## src/rtl/core_pkg.sv

```systemverilog
// Core-wide sizing constants plus the common-data-bus request record,
// requester ids and the round-robin wrap helper shared by the CDB arbiter.
package core_pkg;

   localparam int ISSUE_WIDTH = 2;
   localparam int PREGS       = 64;
   localparam int ROB_ENTRIES = 32;
   localparam int PTAG_W      = $clog2(PREGS);
   localparam int ROB_IDX_W   = $clog2(ROB_ENTRIES);

   localparam int CDB_NUM_REQ = 4;
   localparam logic [1:0] CDB_ALU0 = 2'd0;
   localparam logic [1:0] CDB_ALU1 = 2'd1;
   localparam logic [1:0] CDB_BR   = 2'd2;
   localparam logic [1:0] CDB_LSU  = 2'd3;

   typedef struct packed {
      logic [PTAG_W-1:0]    tag;
      logic [31:0]          value;
      logic [ROB_IDX_W-1:0] rob;
   } cdb_req_t;

   // Callers never exceed 2*n-1, so a single conditional subtract suffices.
   function automatic int rr_wrap(input int idx, input int n);
      return (idx >= n) ? (idx - n) : idx;
   endfunction

endpackage

```

## src/rtl/cdb_req_fifo.sv

```systemverilog
// Small per-requester result buffer: DEPTH entries, strict FIFO order,
// flush clears occupancy without touching storage.
module cdb_req_fifo #(
   parameter  int DEPTH = 2,
   parameter  int W     = 8,
   localparam int CNT_W = $clog2(DEPTH + 1)
) (
   input  logic             clk,
   input  logic             reset,
   input  logic             flush,
   input  logic             push,
   input  logic             pop,
   input  logic [W-1:0]     din,
   output logic [W-1:0]     head,
   output logic [CNT_W-1:0] count
);

   localparam int PTR_W = (DEPTH > 1) ? $clog2(DEPTH) : 1;

   logic [W-1:0]     mem_r [DEPTH];
   logic [PTR_W-1:0] rd_ptr_r;
   logic [PTR_W-1:0] wr_ptr_r;
   logic [CNT_W-1:0] count_r;

   function automatic logic [PTR_W-1:0] ptr_inc(input logic [PTR_W-1:0] p);
      return (p == PTR_W'(DEPTH - 1)) ? '0 : (p + PTR_W'(1));
   endfunction

   // Storage write; data needs no reset because count gates its use.
   always_ff @(posedge clk) begin
      if (push) begin
         mem_r[wr_ptr_r] <= din;
      end
   end

   // Pointer and occupancy bookkeeping.
   always_ff @(posedge clk) begin
      if (reset || flush) begin
         rd_ptr_r <= '0;
         wr_ptr_r <= '0;
         count_r  <= '0;
      end else begin
         if (push) begin
            wr_ptr_r <= ptr_inc(wr_ptr_r);
         end
         if (pop) begin
            rd_ptr_r <= ptr_inc(rd_ptr_r);
         end
         case ({push, pop})
            2'b10:   count_r <= count_r + CNT_W'(1);
            2'b01:   count_r <= count_r - CNT_W'(1);
            default: count_r <= count_r;
         endcase
      end
   end

   assign head  = mem_r[rd_ptr_r];
   assign count = count_r;

endmodule

```

## src/rtl/cdb_arbiter.sv

```systemverilog
// Common-data-bus arbiter: buffers completed results per functional unit and
// broadcasts up to CDB_W of them per cycle in round-robin order.
module cdb_arbiter
   import core_pkg::*;
#(
   parameter  int NUM_REQ = CDB_NUM_REQ,
   parameter  int CDB_W   = ISSUE_WIDTH,
   parameter  int TAG_W   = $clog2(PREGS),
   parameter  int ROB_W   = $clog2(ROB_ENTRIES),
   parameter  int DEPTH   = 2,
   localparam int SRC_W   = $clog2(NUM_REQ)
) (
   input  logic                             clk,
   input  logic                             reset,
   input  logic                             flush,
   input  logic [NUM_REQ-1:0]               req_valid,
   output logic [NUM_REQ-1:0]               req_ready,
   input  logic [NUM_REQ-1:0][TAG_W-1:0]    req_tag,
   input  logic [NUM_REQ-1:0][31:0]         req_value,
   input  logic [NUM_REQ-1:0][ROB_W-1:0]    req_rob,
   output logic [CDB_W-1:0]                 cdb_valid,
   output logic [CDB_W-1:0][TAG_W-1:0]      cdb_tag,
   output logic [CDB_W-1:0][31:0]           cdb_value,
   output logic [CDB_W-1:0][ROB_W-1:0]      cdb_rob,
   output logic [CDB_W-1:0][SRC_W-1:0]      cdb_src
);

   localparam int ENT_W = TAG_W + 32 + ROB_W;
   localparam int CNT_W = $clog2(DEPTH + 1);

   logic [NUM_REQ-1:0][CNT_W-1:0] count_s;
   logic [NUM_REQ-1:0][ENT_W-1:0] head_s;
   logic [NUM_REQ-1:0][ENT_W-1:0] cand_s;
   logic [NUM_REQ-1:0]            buffered_s;
   logic [NUM_REQ-1:0]            fire_s;
   logic [NUM_REQ-1:0]            cand_vld_s;
   logic [NUM_REQ-1:0]            grant_s;
   logic [NUM_REQ-1:0]            pop_s;
   logic [NUM_REQ-1:0]            push_s;
   logic [CDB_W-1:0]              slot_vld_s;
   logic [CDB_W-1:0][ENT_W-1:0]   slot_ent_s;
   logic [CDB_W-1:0][SRC_W-1:0]   slot_src_s;
   logic [SRC_W-1:0]              rr_ptr_r;
   logic [SRC_W-1:0]              rr_next_s;

   for (genvar r = 0; r < NUM_REQ; r++) begin : g_fifo
      cdb_req_fifo #(
         .DEPTH (DEPTH),
         .W     (ENT_W)
      ) u_fifo (
         .clk   (clk),
         .reset (reset),
         .flush (flush),
         .push  (push_s[r]),
         .pop   (pop_s[r]),
         .din   ({req_tag[r], req_value[r], req_rob[r]}),
         .head  (head_s[r]),
         .count (count_s[r])
      );
   end

   // Per-requester candidate: the buffered head is always older than a new push.
   always_comb begin
      req_ready  = '0;
      buffered_s = '0;
      fire_s     = '0;
      cand_vld_s = '0;
      cand_s     = '0;
      pop_s      = '0;
      push_s     = '0;
      for (int r = 0; r < NUM_REQ; r++) begin
         buffered_s[r] = (count_s[r] != '0);
         req_ready[r]  = (count_s[r] < CNT_W'(DEPTH));
         fire_s[r]     = req_valid[r] && req_ready[r] && !flush;
         cand_vld_s[r] = buffered_s[r] || fire_s[r];
         if (buffered_s[r]) begin
            cand_s[r] = head_s[r];
         end else begin
            cand_s[r] = {req_tag[r], req_value[r], req_rob[r]};
         end
         pop_s[r]  = grant_s[r] && buffered_s[r];
         push_s[r] = fire_s[r] && !(grant_s[r] && !buffered_s[r]);
      end
   end

   // Round-robin scan from rr_ptr filling slots in discovery order.
   always_comb begin
      int               n;
      logic [SRC_W-1:0] idx;
      grant_s    = '0;
      slot_vld_s = '0;
      slot_ent_s = '0;
      slot_src_s = '0;
      rr_next_s  = rr_ptr_r;
      n          = 0;
      idx        = '0;
      for (int i = 0; i < NUM_REQ; i++) begin
         idx = SRC_W'(rr_wrap(int'(rr_ptr_r) + i, NUM_REQ));
         if (cand_vld_s[idx] && (n < CDB_W)) begin
            grant_s[idx] = 1'b1;
            for (int s = 0; s < CDB_W; s++) begin
               if (n == s) begin
                  slot_vld_s[s] = 1'b1;
                  slot_ent_s[s] = cand_s[idx];
                  slot_src_s[s] = idx;
               end else begin
                  slot_vld_s[s] = slot_vld_s[s];
               end
            end
            if (int'(idx) == NUM_REQ - 1) begin
               rr_next_s = '0;
            end else begin
               rr_next_s = idx + SRC_W'(1);
            end
            n = n + 1;
         end else begin
            n = n;
         end
      end
   end

   // Broadcast register and round-robin pointer; flush behaves like reset here.
   always_ff @(posedge clk) begin
      if (reset || flush) begin
         rr_ptr_r  <= '0;
         cdb_valid <= '0;
         cdb_tag   <= '0;
         cdb_value <= '0;
         cdb_rob   <= '0;
         cdb_src   <= '0;
      end else begin
         rr_ptr_r  <= rr_next_s;
         cdb_valid <= slot_vld_s;
         cdb_src   <= slot_src_s;
         for (int s = 0; s < CDB_W; s++) begin
            {cdb_tag[s], cdb_value[s], cdb_rob[s]} <= slot_ent_s[s];
         end
      end
   end

endmodule

```

## config.mk

```make
export PLATFORM = sky130hd
export DESIGN_NAME = cdb_arbiter
export DESIGN_NICKNAME = d
export VERILOG_FILES = /design/src/rtl/core_pkg.sv /design/src/rtl/cdb_req_fifo.sv /design/src/rtl/cdb_arbiter.sv
export SDC_FILE = /design/constraint.sdc
export NUM_CORES = 1
export LEC_CHECK = 0
export BUFFER_PORTS_ARGS = -buffer_cell sky130_fd_sc_hd__buf_2
export CORE_MARGIN = 2
export CORE_UTILIZATION = 35
export CTS_CLUSTER_DIAMETER = 60
export DETAILED_ROUTE_END_ITERATION = 16
export SYNTH_ARGS = -nofsm -noshare
export SYNTH_HDL_FRONTEND = slang
export SYNTH_SLANG_ARGS = --single-unit
```

## constraint.sdc

```tcl
create_clock -name clk -period 11.6 [get_ports clk]
set_input_delay 1.16 -clock clk [delete_from_list [all_inputs] [get_ports clk]]
set_output_delay 1.16 -clock clk [all_outputs]
set_load 0.01 [all_outputs]
```

### Word level (Yosys, flattened, before mapping)

Memory sizes are Yosys's and may differ from the RTL's. A register that Yosys moved wholly into a read port is not among the register bits.
Cells that the tools add are included.

* flip-flop bits (word level): 110
* RAM bits: 344
* word-level logic and storage cells: 250
* memories: 4

* add/subtract/negate cells: 29
* magnitude comparators: 19
* eq/ne operators: 15
* multiplexer cells: 105
* bitwise operators: 3
* reduce and logical (&&, ||, !) cells: 53

Memories
* g_fifo[0].u_fifo.mem_r: depth 2, width 43, read ports 1, clocked after memory_dff 1, wr ports 1, line cdb_req_fifo.sv:20 `logic [W-1:0] mem_r [DEPTH];`
* g_fifo[1].u_fifo.mem_r: depth 2, width 43, read ports 1, clocked after memory_dff 1, wr ports 1, line cdb_req_fifo.sv:20
* g_fifo[2].u_fifo.mem_r: depth 2, width 43, read ports 1, clocked after memory_dff 1, wr ports 1, line cdb_req_fifo.sv:20
* g_fifo[3].u_fifo.mem_r: depth 2, width 43, read ports 1, clocked after memory_dff 1, wr ports 1, line cdb_req_fifo.sv:20

Operator list (count)
* 43-bit two-way mux: 15
* 43-bit binary-select mux with 2-bit select: 4
* 86-bit two-way mux: 3
* 32-bit by 2-bit == test with 1-bit output, second input constant: 3
* 32-bit logical NOT: 3
* 32-bit by 3-bit < comparator with 1-bit output, second input constant: 3
* 32-bit by 2-bit adder with 32-bit output, second input constant: 2
* 32-bit two-way mux: 2
* 2-bit two-way mux: 22
* 1-bit two-way mux: 40
* 4-bit two-way mux: 7
* 1-bit logical AND: 27
* 2-bit by 1-bit adder with 2-bit output, second input constant: 8
* 2-bit by 1-bit == test with 1-bit output, second input constant: 8
* 2-bit case mux with 2 select lines: 4
* 2-bit nonzero test: 8
* 2-bit by 1-bit subtractor with 2-bit output, second input constant: 8
* 2-bit by 3-bit < comparator with 1-bit output, second input constant: 4
* 4-bit OR: 3
* 3-bit greater-or-equal comparator, second input constant: 3
* 1-bit logical NOT: 9
* 1-bit adder, second input constant: 8
* 1-bit binary-select mux with 2-bit select: 4
* 1-bit demux with 2-bit select: 4
* 8 further kinds: 22

### Longest topological paths before layout

Gate-level depths: netlist (run 1).

* depth after elaboration: 21
* mapped depth: 21

### Cells and area by module

A second synthesis (run 1) with hierarchy kept.

* cell total of the unflattened synthesis: 1839
* area, all modules: 23525.1 µm²

By module, submodules not included
* cdb_req_fifo: instances 4, cells each 154, area each 3291.9 µm²
* cdb_arbiter: instances 1, cells each 1223, area each 10357.4 µm²

### Least setup slack after synthesis (run 1)

Ideal clock, no wire load.

* kind: input to register
* start: in flush
* end: mem g_fifo[3].u_fifo.mem_r[0][0] in the netlist's numbering, enable pin
* library setup time: 449 ps
* data arrival time: 5746 ps
* path slack: 5405 ps
* stages: 13
* buffers on the path: 2
* cell sequence: nand2b_1 > and2_0 > clkbuf_2 > mux4_2 > inv_2 > buf_6 > ha_1 > nor2_1 > o211ai_1 > nand2_1 > a221o_1 > a21oi_2 > nor2b_1

* word-level cells in the longest chain between the ends: 20

RTL lines
* start, declared: line cdb_arbiter.sv:15 `input logic flush,`
* 1-bit logical NOT (*): line cdb_arbiter.sv:74 `fire_s[r] = req_valid[r] && req_ready[r] && !flush;`
* 1-bit logical AND: line cdb_arbiter.sv:74
* 1-bit logical OR: line cdb_arbiter.sv:75 `cand_vld_s[r] = buffered_s[r] || fire_s[r];`
* 1-bit binary-select mux with 2-bit select: line cdb_arbiter.sv:99 `if (cand_vld_s[idx] && (n < CDB_W)) begin`
* 1-bit two-way mux (implied by the code): line cdb_arbiter.sv:99
* 1-bit two-way mux: line cdb_arbiter.sv:99
* 32-bit by 3-bit < comparator with 1-bit output: line cdb_arbiter.sv:99
* 1-bit logical AND: line cdb_arbiter.sv:99
* (+4 left out)
* 32-bit by 3-bit < comparator with 1-bit output: line cdb_arbiter.sv:99
* 1-bit logical AND: line cdb_arbiter.sv:99
* 4-bit two-way mux: line cdb_arbiter.sv:99
* 1-bit logical AND: line cdb_arbiter.sv:82 `push_s[r] = fire_s[r] && !(grant_s[r] && !buffered_s[r]);`
* 1-bit logical NOT: line cdb_arbiter.sv:82
* 1-bit logical AND (*): line cdb_arbiter.sv:82
* 1-bit two-way mux (*): line cdb_req_fifo.sv:31 `if (push) begin`
* 1-bit two-way mux (implied by the code) (*): line cdb_req_fifo.sv:32 `mem_r[wr_ptr_r] <= din;`
* end, declared: line cdb_req_fifo.sv:20

Every way passes the cells marked *; elsewhere a longest branch is shown, timed or not. The select of a mux whose other input is x is not followed.

### Worst setup path in the final report (run 1)

* start: in flush
* end: reg cdb_rob[4] in the netlist's numbering

* word-level cells in the longest chain between the ends: 15

RTL lines
* 1-bit logical NOT: line cdb_arbiter.sv:74
* 1-bit logical AND: line cdb_arbiter.sv:74
* 1-bit logical OR: line cdb_arbiter.sv:75
* 1-bit binary-select mux with 2-bit select: line cdb_arbiter.sv:99
* 1-bit two-way mux (implied by the code): line cdb_arbiter.sv:99
* 1-bit two-way mux: line cdb_arbiter.sv:99
* 32-bit by 3-bit < comparator with 1-bit output: line cdb_arbiter.sv:99
* 1-bit logical AND: line cdb_arbiter.sv:99
* 32-bit two-way mux: line cdb_arbiter.sv:99
* 32-bit by 3-bit < comparator with 1-bit output: line cdb_arbiter.sv:99
* 1-bit logical AND: line cdb_arbiter.sv:99
* 32-bit two-way mux: line cdb_arbiter.sv:99
* 32-bit by 3-bit < comparator with 1-bit output or 32-bit logical NOT (tied branches): line cdb_arbiter.sv:99, cdb_arbiter.sv:102
* 1-bit logical AND or 43-bit two-way mux (tied branches): line cdb_arbiter.sv:99, cdb_arbiter.sv:102
* 86-bit two-way mux: line cdb_arbiter.sv:99
* end signal, assigned by index: line cdb_arbiter.sv:136 `{cdb_tag[s], cdb_value[s], cdb_rob[s]} <= slot_ent_s[s];`
* end, declared: line cdb_arbiter.sv:24 `output logic [CDB_W-1:0][ROB_W-1:0] cdb_rob,`

Several ways; a longest one is shown, not always the timed one. The select of a mux whose other input is x is not followed.
A chain may end at the register's enable or synchronous reset.

==> results of run 1 <==
## area by class of cell
class                           instances  area (um2)
Inverter                               19       76.32
Sequential cell                       458       12620
Clock inverter                         30       341.6
Multi-Input combinational cell       1498       11210
Tap cell                              940        1176
Fill cell                            6696       41210
Clock buffer                           67        1408
Timing Repair Buffer                  305        1604
Antenna cell                            8       20.02
## where the power goes
| part | switching [mW] | leakage (nW) | internal (mW) |
|---|---|---|---|
| Combinational | 2.33 | 5.42 | 1.32 |
| Sequential | 0.191 | 4.07 | 2.10 |
| Clock | 0.696 | 0.851 | 0.979 |
| Total | 3.22 | 10.3 | 4.40 |
## flip-flops by register name, indices dropped and copies added, names as in the netlist, 4 cells and up, named ones only
name and cells:
g_fifo.u_fifo.mem_r 344, cdb_value 64, cdb_tag 12, cdb_rob 10
g_fifo.u_fifo.count 8, cdb_src 4, g_fifo.u_fifo.rd_ptr_r 4, g_fifo.u_fifo.wr_ptr_r 4
## cells in the final DEF, fill, tap and decap left out, types with 8 or more instances in the layout
cell / instances
nand3_1: 22
o221ai_1: 9
ha_1: 13
a221o_1: 27
diode_2: 8
o21a_1: 43
mux2_2: 212
inv_1: 14
a21oi_1: 121
clkinv_2: 10
o32ai_1: 12
or3_1: 11
nand2_1: 84
clkbuf_1: 10
o211ai_1: 10
clkbuf_16: 52
edfxtp_1: 344
buf_2: 274
dfxtp_1: 108
mux2i_1: 383
o21ai_0: 107
nor2_1: 262
buf_4: 31
a31oi_1: 20
nor3_1: 74
## stage by stage
step | power [mW] | worst slack (ns)
6_report | 7.614 | 5.735
4_1_cts | 7.609 | 5.717
3_5_place_dp | 5.918 | 5.180
2_1_floorplan | 4.812 | 5.405
5_1_grt | 7.997 | 5.277
3_3_place_gp | 5.861 | 5.343
## worst paths after layout
path	startpoint	end	cells after the start
min	g_fifo[1].u_fifo.wr_ptr_r	g_fifo[1].u_fifo.wr_ptr_r	2
min reg2reg	g_fifo[1].u_fifo.wr_ptr_r	g_fifo[1].u_fifo.wr_ptr_r	2
max	flush	cdb_rob[4]	13
max reg2reg	g_fifo[2].u_fifo.count[0]	cdb_rob[4]	13
## layer usage
metal  vias up  share of wire [%]
li1       8368                  -
met1      9078                 46
met2       766                 43
met3       137                8.6
met4        42                1.8
met5         -               0.36
## cell families (layout without fill, tap and decap cells)
logic type,count (synthesis),after routing,share of synthesized area [%]
other,0,8,0
and+or+nand+nor,498,498,8.796
muxes,597,597,25.49
xor gates and xnor gates,8,8,0.2855
AOI/OAI and AO/OA,381,381,9.994
DFF,458,458,51.40
adders and majority gates,14,14,0.7139
buffers and inverters,186,421,3.320
## synthesized netlist by cell type, drive strengths merged (2+ instances only)
master,n
nand4,8
o211ai,11
or3,11
mux2i,383
a221o,27
dfxtp,114
o31a,4
nor2b,6
o32ai,13
a21oi,124
nor2,265
a211o,2
ha,14
a211oi,5
nand2b,5
a31oi,20
and2,7
or2,5
a311oi,3
nor3,76
nand3,23
clkbuf,102
o21ai,110
a221oi,2
nand2,84
xnor2,4
xor2,4
and4,2
o221ai,9
buf,65
o21a,43
a21boi,3
mux2,213
inv,19
a41oi,2
and3,4
edfxtp,344
## tightest hold or removal path, stage by stage, from the launching register on
cell	delay, ns
dfxtp_1	0.34
nand2_1	0.07
mux2i_1	0.06
==> results.md, run 1 <==
- Gr busiest metal: met2
- Max Freq: 170.5 MHz
- Post-synthesis instance total: 2142
- Top-Level Pins: 275
- Die area: 0.07224 mm2
- Fraction of registers with async set/reset: 0%
- Cell area after synthesis: 0.02454 mm2
- Top-area cell type share of the netlist area: 42.10%
- Mean Syn Cell Area: 11.46 um2
- Worst vdd ir: 0.0001580 V
- Initial antenna violation count: 32
- Buffers on Ports: 274
- Crit Path Max Fanout: 87
- Worst Tran Pin Value: 1.256 ns
- Unrepaired setup endpoints after global routing: false
- Rows: 97
- PD cells: 267.6 mW/mm2
- Gr ovfl total: 0
- CTS tree: done
- CTS buffer count: 52
- Worst path slowest cell: o211ai_4
- Startpoint Class: primary input
- Largest net degree at the start of global routing: 100
- DR vias: 18.39k
- Core ar.: 0.06966 mm2
- Non-filler instance count after layout: 3325
- Worst-skew pair later-pin latency: 0.61 ns
- Clock Root Buffer: clkbuf_16
- Ratio of cells with drive above 1 in the final layout: 27.30%
- Hold_ws: 0.5141 ns
- Slew HR: 16.17%
- Final core utilization: 40.85%
- Synth area leaders: edfxtp_1 42%, mux2i_1 16%, mux2_2 9.7%
- Post-Layout Inst Area: 0.02846 mm2
- Post-DR wirelength/cell: 23.99 um
- Die width: 268.8 um
- Drt first pass iters: 6
- Post-synth EDFFs: 344
- Post-Route WL: 79760 um
- P&R area growth vs syn: 15.97%
- Hold-fix buffers at CTS: 0
- CP top delay family: compound AO/OA/AOI/OAI gates
- Crit path cell chain: buf_2 -> nand2b_1 -> and2_0 -> a211o_1 -> nand2_1 -> inv_2 -> ha_1 -> a21boi_4 -> buf_4 -> o211ai_4 -> buf_4 -> o21ai_0 -> a21oi_1
- Placed cell count: 3220
- Antenna viol nets, final: 0
- Via density: 5.531
- Post-CTS Resized: 0
- Post-DP HPWL: 55400 um
- Drt first-iter violations: 1721
- Post-route clock period utilization: 50.56%
- Number of remaining DRC errors: 0
- HP Class: flop to flop
- CP Data Required Time: 12.13 ns
- Synth area leader: edfxtp_1
- Vias in the first global route: 17.49k
- CP endpoint kind: flop
- H-tree levels: 2
- Sink Count: 458
- Met2 usage: 31.50%
- Register area share after synthesis: 51.40%
- Clock skew: 0.03002 ns
- Number of buffers and inverters on the critical path: 4
- Post-CTS Setup Repair Bufs: 0
- Status: finished clean
- GR Layer Usage met1: 31.34%
- Total track usage: 21.37%
- Synth warn: 0
- Met3 Track Usage GR: 5.671%
- Clk slew on worst S/H paths: 0.06 ns
- Delay of the slowest critical-path stage: 0.91 ns
- Leakage: 10.35 nW
- Total Nets Final: 2527
- Crit path top cell by count: buf_4
- Unique masters post-synth: 65
- Reg2reg setup slack: 5.74 ns
- Dominant synthesized flop cell: edfxtp_1
- Setup Crit Path Kind: primary input to flop
- First-pass GRT wire length: 115300 um
- Maxcap violations: 0
- GPL Wtd Cong: 0.8690
- Setup TNS Final: 0 ns
- #FFs+latches synth: 458
- Net Count, Synth: 2335
- Endpoints failing hold: 0
- Final Max Slew Viols: 0
- Minimum clock period: 5.865 ns
- Clock Path Buffers: 3
- Die height: 268.8 um
- Area after DPL: 0.02669 mm2
- Critical Path AT: 6.39 ns
- Final setup violating endpoints: 0
- Initial Util: 35.22%
Power figures use the tool's default switching activity.
==> inputs of run 2 (changes only) <==
Clock period 11.6 ns to 4.8 ns, I/O delays scaled along.
==> run 2 against run 1 <==
Compared with the run above: critical path depth is 1 lower; wire length rose by 0.19%; combinational power grew to 2.5 times the previous value; critical path type is now flop to flop.
==> results.md, run 2 (same netlist as run 1, synthesis figures left out) <==
- Drt first-iter violations: 1911
- CTS buffer count: 54
- DR vias: 18.42k
- Largest net degree at the start of global routing: 99
- Core ar.: 0.06966 mm2
- Status: finished clean
- Initial Util: 35.22%
- CTS tree: done
- P&R area growth vs syn: 17.81%
- Total Nets Final: 2554
- Die height: 268.8 um
- P_int: 11.05 mW
- Most common cell after layout, fill and taps aside: mux2i_1
- GPL Wtd Cong: 0.8421
- Die width: 268.8 um
- Sink Count: 458
- Clock skew: 0.02661 ns
- Final worst slack: 0.5116 ns
- Maxcap violations: 0
- Net switching power: 7.926 mW
- Biggest register: g_fifo.u_fifo.mem_r
- Fill count: 6654
- Post-Route WL: 79910 um
- Setup TNS Final: 0 ns
- Clock Path Buffers: 3
- CP Capture Point: cdb_value[21]
- Max reg flops: 344
- Reg2reg setup slack: 0.51 ns
- Crit Path Max Fanout: 34
- PD cells: 656.5 mW/mm2
- Post-route clock period utilization: 89.34%
- Delay of the slowest critical-path stage: 0.90 ns
- Clk pwr share: 22.5%
- Drt first pass iters: 5
- Area of the multi-input gates: 0.01121 mm2
- Max Freq: 233.2 MHz
- Worst path slowest cell: o211ai_4
- Slew HR: 23.19%
- Unrepaired setup endpoints after global routing: false
- Number of remaining DRC errors: 0
- Post-DP HPWL: 56820 um
- Combinational power share: 48.4%
- Worst R2R Start: g_fifo[3].u_fifo.count[1]
- Pre-CTS WS: 0.2845 ns
- Startpoint Class: flop
- Worst Tran Pin Value: 1.152 ns
- Post-DR wirelength/cell: 23.78 um
- First-pass GRT wire length: 115700 um
- Final Max Slew Viols: 0
- Sequential Power Share: 29.0%
- Crit path cell chain: nor2_1 -> and2_4 -> mux4_2 -> inv_2 -> ha_1 -> nand2b_1 -> a211oi_2 -> nor3_1 -> o211ai_4 -> buf_4 -> o21ai_0 -> a21oi_1
- Vias in the first global route: 17.46k
- Most frequent cells in the layout: 383 x mux2i_1, 344 x edfxtp_1, 274 x buf_2
- Buffers on Ports: 274
- R2R cell count: 12
- Gr ovfl total: 0
- Clk slew on worst S/H paths: 0.06 ns
- Worst vdd ir: 0.0005239 V
- Metal1 wirelength: 37380 um
- Leakage: 10.55 nW
- CP Data Required Time: 5.33 ns
- Critical Path AT: 4.82 ns
- Final setup violating endpoints: 0
- Initial antenna violation count: 35
- Largest regs: g_fifo.u_fifo.mem_r: 344 flops, cdb_value: 64 flops, cdb_tag: 12 flops
- Die area: 0.07224 mm2
- Worst Setup SP: g_fifo[3].u_fifo.count[1]
- Met3 wire len: 7093 um
- Setup Crit Path Kind: flop to flop
- Ratio of cells with drive above 1 in the final layout: 28.27%
- Antenna viol nets, final: 0
- Hold-fix buffers at CTS: 0
- Endpoints failing hold: 0
- Top-Level Pins: 275
- H-tree levels: 2
- Met2 WL: 33570 um
- FF/Latch Area: 0.01262 mm2
- Final core utilization: 41.50%
- Worst-skew pair later-pin latency: 0.61 ns
- HP Class: primary input to flop
- Post-CTS Setup Repair Bufs: 0
- Minimum clock period: 4.288 ns
- Worst R2R End: cdb_value[21]
- Rows: 97
- Clock Root Buffer: clkbuf_16
- Post-CTS Resized: 0
- CP endpoint kind: flop
- Switching share of power: 41.76%
- Total track usage: 21.50%
- DR top layer: met5
- Via density: 5.482
run 2: cell type report:
type / count / area share [%]
sequential: 458 / 43.67
multi-input combinational: 1498 / 38.76
timing repair buffer: 330 / 6.674
clock buffer: 64 / 4.982
tap: 940 / 4.069
clock inverter: 36 / 1.446
inverter: 19 / 0.2640
antenna: 15 / 0.1298
run 2: stage by stage:
step                      area, um2  hold WS (ns)  power [mW]  std cells
after detailed placement      27010        0.5098       14.62       3245
after global routing          28880       0.05062       19.93       3350
after global placement        27010        0.5106       14.44       3245
final                         28910       0.06971       18.98       3360
after floorplan               24570        0.4852       11.62       2142
after CTS                     28870       0.04086       18.94       3345
run 2: how the worst min path moves through the flow:
stage          slack (ns)                      start  depth (start not counted)                            end
6_report             0.07                req_tag[15]                          1  g_fifo[2].u_fifo.mem_r[0][40]
5_1_grt              0.05              req_value[87]                          1  g_fifo[2].u_fifo.mem_r[1][28]
4_1_cts              0.04              req_value[87]                          1  g_fifo[2].u_fifo.mem_r[1][28]
3_5_place_dp         0.51  g_fifo[1].u_fifo.rd_ptr_r                          2                           flop
3_3_place_gp         0.51  g_fifo[1].u_fifo.rd_ptr_r                          2                           flop
2_1_floorplan        0.49  g_fifo[0].u_fifo.wr_ptr_r                          2      g_fifo[0].u_fifo.wr_ptr_r
run 2: per-layer routing:
| metal | vias to the layer above | GRT usage (%) |
|---|---|---|
| met1 | 9030 | 32.11 |
| li1 | 8433 | - |
| met3 | 138 | 5.461 |
| met5 | - | 0 |
| met2 | 778 | 31.11 |
| met4 | 42 | 4.625 |
run 2: power groups by stage:
| stage | clock (mW) | combinational, mW | sequential (mW) |
|---|---|---|---|
| floorplan | 0 | 6.13 | 5.49 |
| global placement | 0 | 8.86 | 5.58 |
| detailed placement | 0 | 9.04 | 5.59 |
| CTS | 4.37 | 9.06 | 5.51 |
| global route | 4.51 | 9.86 | 5.56 |
| finish | 4.28 | 9.19 | 5.51 |
run 2: critical path: cells and delay by family (launching register included):
| family | cells | cell delay [ns] |
|---|---|---|
| compound gates | 4 | 1.77 |
| fa+ha+maj | 1 | 0.28 |
| buf+inv | 2 | 0.44 |
| flops | 1 | 0.36 |
| mux | 1 | 0.26 |
| simple gates | 4 | 1.08 |
